$ cat src/rtl/timer_display_driver.sv
// Two-digit multiplexed 7-segment driver for the countdown timer.
// Adds leading-zero blanking, a blink while the timer is done, and a one-shot buzzer pulse.
module timer_display_driver #(
    parameter int CLK_FREQ_HZ = 50_000_000,
    parameter int REFRESH_HZ  = 1000,
    parameter int BLINK_HZ    = 2,
    parameter int BUZZ_MS     = 500
) (
    input  logic       clk,
    input  logic       rst_n,
    input  logic [4:0] current_time,
    input  logic       timer_done,
    output logic [6:0] seg_n,
    output logic [1:0] an_n,
    output logic       buzzer
);

    localparam int DIG_CYC  = CLK_FREQ_HZ / REFRESH_HZ;
    localparam int BLK_CYC  = CLK_FREQ_HZ / (2 * BLINK_HZ);
    localparam int BUZZ_CYC = (CLK_FREQ_HZ / 1000) * BUZZ_MS;
    localparam int DIG_W    = $clog2(DIG_CYC);
    localparam int BLK_W    = $clog2(BLK_CYC);
    localparam int BUZZ_W   = $clog2(BUZZ_CYC + 1);

    localparam logic [DIG_W-1:0]  DIG_LAST  = DIG_W'(DIG_CYC - 1);
    localparam logic [BLK_W-1:0]  BLK_LAST  = BLK_W'(BLK_CYC - 1);
    localparam logic [BUZZ_W-1:0] BUZZ_LOAD = BUZZ_W'(BUZZ_CYC);
    localparam logic [6:0]        SEG_OFF   = 7'b1111111;
    localparam logic [1:0]        AN_OFF    = 2'b11;

    // Binary 0..31 to {tens, ones}; inputs above 31 cannot occur.
    function automatic logic [7:0] bin_to_bcd(input logic [4:0] v);
        logic [3:0] tens;
        logic [4:0] ones;
        if (v >= 5'd30) begin
            tens = 4'd3;
            ones = v - 5'd30;
        end else if (v >= 5'd20) begin
            tens = 4'd2;
            ones = v - 5'd20;
        end else if (v >= 5'd10) begin
            tens = 4'd1;
            ones = v - 5'd10;
        end else begin
            tens = 4'd0;
            ones = v;
        end
        return {tens, ones[3:0]};
    endfunction

    // Active-low segment pattern, bit 0 = a ... bit 6 = g.
    function automatic logic [6:0] seg_enc(input logic [3:0] d);
        logic [6:0] s;
        case (d)
            4'd0:    s = 7'b1000000;
            4'd1:    s = 7'b1111001;
            4'd2:    s = 7'b0100100;
            4'd3:    s = 7'b0110000;
            4'd4:    s = 7'b0011001;
            4'd5:    s = 7'b0010010;
            4'd6:    s = 7'b0000010;
            4'd7:    s = 7'b1111000;
            4'd8:    s = 7'b0000000;
            4'd9:    s = 7'b0010000;
            default: s = 7'b1111111;
        endcase
        return s;
    endfunction

    logic [4:0]        t_q, t_d;
    logic              done_q, done_d;
    logic [DIG_W-1:0]  ref_cnt_q, ref_cnt_d;
    logic              sel_q, sel_d;
    logic [BLK_W-1:0]  blk_cnt_q, blk_cnt_d;
    logic              phase_q, phase_d;
    logic [BUZZ_W-1:0] buzz_cnt_q, buzz_cnt_d;
    logic [6:0]        seg_n_q, seg_n_d;
    logic [1:0]        an_n_q, an_n_d;
    logic              buzzer_q, buzzer_d;

    logic              done_rise;
    logic              ref_wrap;
    logic              blk_wrap;
    logic [3:0]        tens;
    logic [3:0]        ones;

    // Input stage; done_rise marks the edge on which done_r goes 0 -> 1.
    always_comb begin
        t_d       = current_time;
        done_d    = timer_done;
        done_rise = timer_done & ~done_q;
    end

    always_comb begin
        ref_wrap  = (ref_cnt_q == DIG_LAST);
        ref_cnt_d = ref_wrap ? '0 : ref_cnt_q + 1'b1;
        sel_d     = sel_q ^ ref_wrap;
    end

    // A fresh completion always restarts the blink in the ON phase, even on a wrap.
    always_comb begin
        blk_wrap  = (blk_cnt_q == BLK_LAST);
        blk_cnt_d = blk_cnt_q + 1'b1;
        phase_d   = phase_q;
        if (!done_d || done_rise) begin
            blk_cnt_d = '0;
            phase_d   = 1'b1;
        end else if (blk_wrap) begin
            blk_cnt_d = '0;
            phase_d   = ~phase_q;
        end
    end

    // The buzzer is the registered "counter non-zero" flag, so a load shows up one cycle later.
    always_comb begin
        buzz_cnt_d = buzz_cnt_q;
        if (done_rise) begin
            buzz_cnt_d = BUZZ_LOAD;
        end else if (!done_d) begin
            buzz_cnt_d = '0;
        end else if (buzz_cnt_q != '0) begin
            buzz_cnt_d = buzz_cnt_q - 1'b1;
        end
        buzzer_d = (buzz_cnt_q != '0);
    end

    // Output stage: at most one anode is ever driven low.
    always_comb begin
        {tens, ones} = bin_to_bcd(t_q);
        seg_n_d      = SEG_OFF;
        an_n_d       = AN_OFF;
        if (!(done_q && !phase_q)) begin
            if (!sel_q) begin
                an_n_d  = 2'b10;
                seg_n_d = seg_enc(ones);
            end else if (tens != 4'd0) begin
                an_n_d  = 2'b01;
                seg_n_d = seg_enc(tens);
            end
        end
    end

    always_ff @(posedge clk or negedge rst_n) begin
        if (!rst_n) begin
            t_q        <= '0;
            done_q     <= 1'b0;
            ref_cnt_q  <= '0;
            sel_q      <= 1'b0;
            blk_cnt_q  <= '0;
            phase_q    <= 1'b1;
            buzz_cnt_q <= '0;
            seg_n_q    <= SEG_OFF;
            an_n_q     <= AN_OFF;
            buzzer_q   <= 1'b0;
        end else begin
            t_q        <= t_d;
            done_q     <= done_d;
            ref_cnt_q  <= ref_cnt_d;
            sel_q      <= sel_d;
            blk_cnt_q  <= blk_cnt_d;
            phase_q    <= phase_d;
            buzz_cnt_q <= buzz_cnt_d;
            seg_n_q    <= seg_n_d;
            an_n_q     <= an_n_d;
            buzzer_q   <= buzzer_d;
        end
    end

    assign seg_n  = seg_n_q;
    assign an_n   = an_n_q;
    assign buzzer = buzzer_q;

endmodule

$ cat config.mk
export PLATFORM = sky130hd
export DESIGN_NAME = timer_display_driver
export DESIGN_NICKNAME = d
export VERILOG_FILES = /design/src/rtl/timer_display_driver.sv
export SDC_FILE = /design/constraint.sdc
export NUM_CORES = 1
export LEC_CHECK = 0
export CAP_MARGIN = 10
export CORE_MARGIN = 4
export CORE_UTILIZATION = 45
export CTS_CLUSTER_SIZE = 20
export DETAILED_ROUTE_END_ITERATION = 16
export PLACE_DENSITY_LB_ADDON = 0.25
export SLEW_MARGIN = 40
export SYNTH_ARGS = -nofsm -noshare
export SYNTH_HDL_FRONTEND = slang
export SYNTH_SLANG_ARGS = --single-unit
$ cat constraint.sdc
create_clock -name clk -period 4.4 [get_ports clk]
set_clock_uncertainty 0.2 [all_clocks]
set_input_delay 1.1 -clock clk [delete_from_list [all_inputs] [get_ports clk]]
set_output_delay 1.1 -clock clk [all_outputs]
set_load 0.005 [all_outputs]
==> results_dict.tcl <==
set metrics [dict create \
    htree_num_levels 3 \
    grt_pass1_wl_um 13000 \
    critPathTopFamily "compound AO/OA/AOI/OAI gates" \
    cts_setup_buffers 0 \
    tritoncts "yes" \
    cellPowerDensity_mw_per_mm2 371 \
    hp-class "flop to flop" \
    yosys_warnings 0 \
    die_w_um 104 \
    cts.clk_slew.worst_paths_ps 90 \
    p_leak_nw 1.99 \
    finalSetupViolCount 0 \
    io_pins 18 \
    dp_hpwl_um 4870 \
    status "completed" \
    ys_types 46 \
    drtIter0Drc 93 \
    ant_nets 0 \
    ys_seq_area_share_pct 50.8 \
    cts.repair.resized 0 \
    syn_area_per_cell_sq_um 10.2 \
    grt_max_degree 84 \
    max_stage_delay_ps 530 \
    final_common_cell "dfrtp_1" \
    cts-root-buf "clkbuf_8" \
    antennaDiodeCount 0 \
    cp-end-kind "flop" \
    layout-drive-gt1-share_pct 9.11 \
    netlist_area_sq_mm 0.00411 \
    placement.io_buffers 17 \
    synth_edf_count 0 \
    cp.arrival_ps 3190 \
    synth-async-reset-ratio_pct 100 \
    grt_pass1_vias 2842 \
    gp_congestion 0.787 \
    worstPathRequired_ps 4480 \
    ys_seq_elements 83 \
    core_sq_mm 0.00881 \
    syn_nets 422 \
    vias_per_cell 5.26 \
    path_class "flop to flop" \
    numCtsBuffers 9 \
    drcViolationCount 0 \
    rsz0062_at_grt "no" \
    postPlaceCellArea_sq_mm 0.00440 \
    clockBufferDepth 2 \
    fin_crit_sh_pct 70.7 \
    finalHoldViolCount 0 \
    ctsHoldBuffers 0 \
    max_freq_ghz 0.321 \
    path_buf_inv 2 \
    path_depth 10 \
    hold_path_depth 1 \
    crit_path_cell_trace "inv_1 -> ha_1 -> nor2b_1 -> a311oi_1 -> o21ai_0 -> xnor2_1 -> ha_1 -> inv_1 -> or3_1 -> a32oi_1" \
    placed_cells 520 \
    syn_inst 403 \
    slew_violations 0 \
    routed_wirelength_um 7210 \
    reg2regPathDepth 10 \
    area_growth_syn_to_layout_pct 13.0 \
    wl_per_cell_um 13.5 \
    die_y_um 104 \
    cp_max_fo 9 \
    drv_cap 0 \
    initial_core_util_pct 46.7 \
    overflow 0 \
    insertion_delay_ps 360 \
    final_cell_mix "dfrtp_1 (73), nor2_1 (55), xor2_1 (36), xnor2_1 (24), nand3_1 (24)" \
    critPathLaunchType "flop" \
    grt_util_all_layers_pct 14.4 \
    cts.sinks 83 \
    max_slew_margin_pct 57.0 \
    rows 34 \
    finalNonFillerCells 536 \
    die_area_sq_mm 0.0107 \
    critPathSlowestCell "xnor2_1" \
    ir_drop_uv 138 \
    tns_ps 0 \
    antenna_found_initial 0 \
    period_needed_ps 3110 \
    tightest_slew_ps 646 \
    vias 2817 \
    fin_nets 442 \
    hold_ws_ps 291 \
    synth-main-ff-cell "dfrtp_1" \
    design_area_sq_mm 0.00465 \
    drt_pass1_iterations 4 \
]
[path summary, 6_finish.rpt]
| kind | endpoint | slack, ps | start |
|---|---|---|---|
| max | seg_n[2] | 1290 | t_q[1] |
| min | blk_cnt_q[0] | 290 | blk_cnt_q[0] |
| max reg2reg | seg_n[2] | 1290 | t_q[1] |
| min reg2reg | blk_cnt_q[0] | 290 | blk_cnt_q[0] |
| max in group asynchronous | blk_cnt_q[14] | 2980 | rst_n |
| min in group asynchronous | buzz_cnt_q[0] | 540 | rst_n |
[registers in the layout (all words and copies together) (netlist names)]
register / flops
an_n: 2
t_q: 5
buzz_cnt_q: 25
buzzer: 1
seg_n: 7
ref_cnt_q: 16
sel_q: 1
blk_cnt_q: 24
done_q: 1
phase_q: 1
[stage by stage]
| step | total power, W | worst slack, ps | util [%] |
|---|---|---|---|
| floorplan | 0.000983 | 1690 | - |
| global placement | 0.00106 | 1360 | 49.8 |
| detailed placement | 0.00106 | 1280 | 49.9 |
| CTS | 0.00174 | 1270 | 52.7 |
| global route | 0.00181 | 978 | 52.8 |
| finish | 0.00172 | 1290 | 52.8 |
[final cells by class]
type                            instances  area [sq um]
Multi-Input combinational cell        294          1930
Clock buffer                           10           138
Clock inverter                          6           111
Tap cell                              108           135
Fill cell                             783          4160
Inverter                               17          63.8
Sequential cell                        83          2090
Timing Repair Buffer                   18           181
[where the power goes]
group / switching [W] / leakage, nW / internal [W]
sequential: 0.0000283 / 1.07 / 0.000807
clock: 0.000280 / 0.123 / 0.000393
combinational: 0.000111 / 0.802 / 0.000101
total: 0.000420 / 1.99 / 0.00130
[synthesized netlist by cell type, types with 2 or more instances]
master	number	share of area, %
dfrtp_1	73	44
nor2_1	55	5.0
xor2_1	36	7.7
nand3_1	24	2.9
xnor2_1	24	5.1
nand2_1	21	1.9
inv_1	16	1.5
a21oi_1	14	1.7
ha_1	11	3.3
nor3_1	11	1.3
dfstp_2	10	6.4
nand4_1	9	1.4
and3_1	8	1.2
clkbuf_1	8	0.73
nor4_1	8	1.2
nand2b_1	6	0.91
a31oi_1	5	0.76
nor2b_1	5	0.76
o21ai_0	5	0.61
o41ai_1	4	0.85
or2_2	4	0.61
or3_1	4	0.61
and2_1	3	0.46
and4_1	3	0.64
nand4b_1	3	0.64
nor3b_1	3	0.55
nor4_2	3	0.91
o31ai_1	3	0.55
or4_1	3	0.55
a211oi_1	2	0.36
mux2i_1	2	0.49
o211ai_1	2	0.36
o21a_1	2	0.36
[worst reg2reg max path, cell delays in order, from the launching register on]
cell      delay, ps
dfrtp_1         420
inv_1           140
ha_1            220
nor2b_1          60
a311oi_1        380
o21ai_0         210
xnor2_1         530
ha_1            260
inv_1            50
or3_1           360
a32oi_1         200
[routing by layer]
layer / vias up / routed length (um) / track usage, %
li1: 1443 / - / -
met1: 1334 / 3720 / 19.9
met2: 27 / 3170 / 21.8
met3: 13 / 184 / 3.61
met4: 0 / 137 / 5.70
met5: - / 0 / 0
[logic make-up (layout without fill, tap and decap cells)]
family          count (synthesis)  in the layout  synth area share (%)
flops                          83             83                  50.8
buf+inv                        26             51                  2.55
fa+ha+maj                      11             11                  3.35
simple gates                  178            178                  23.2
compound gates                 43             43                  6.84
mux                             2              2                 0.487
xor+xnor                       60             60                  12.8
(Power assumes the default switching activity.)
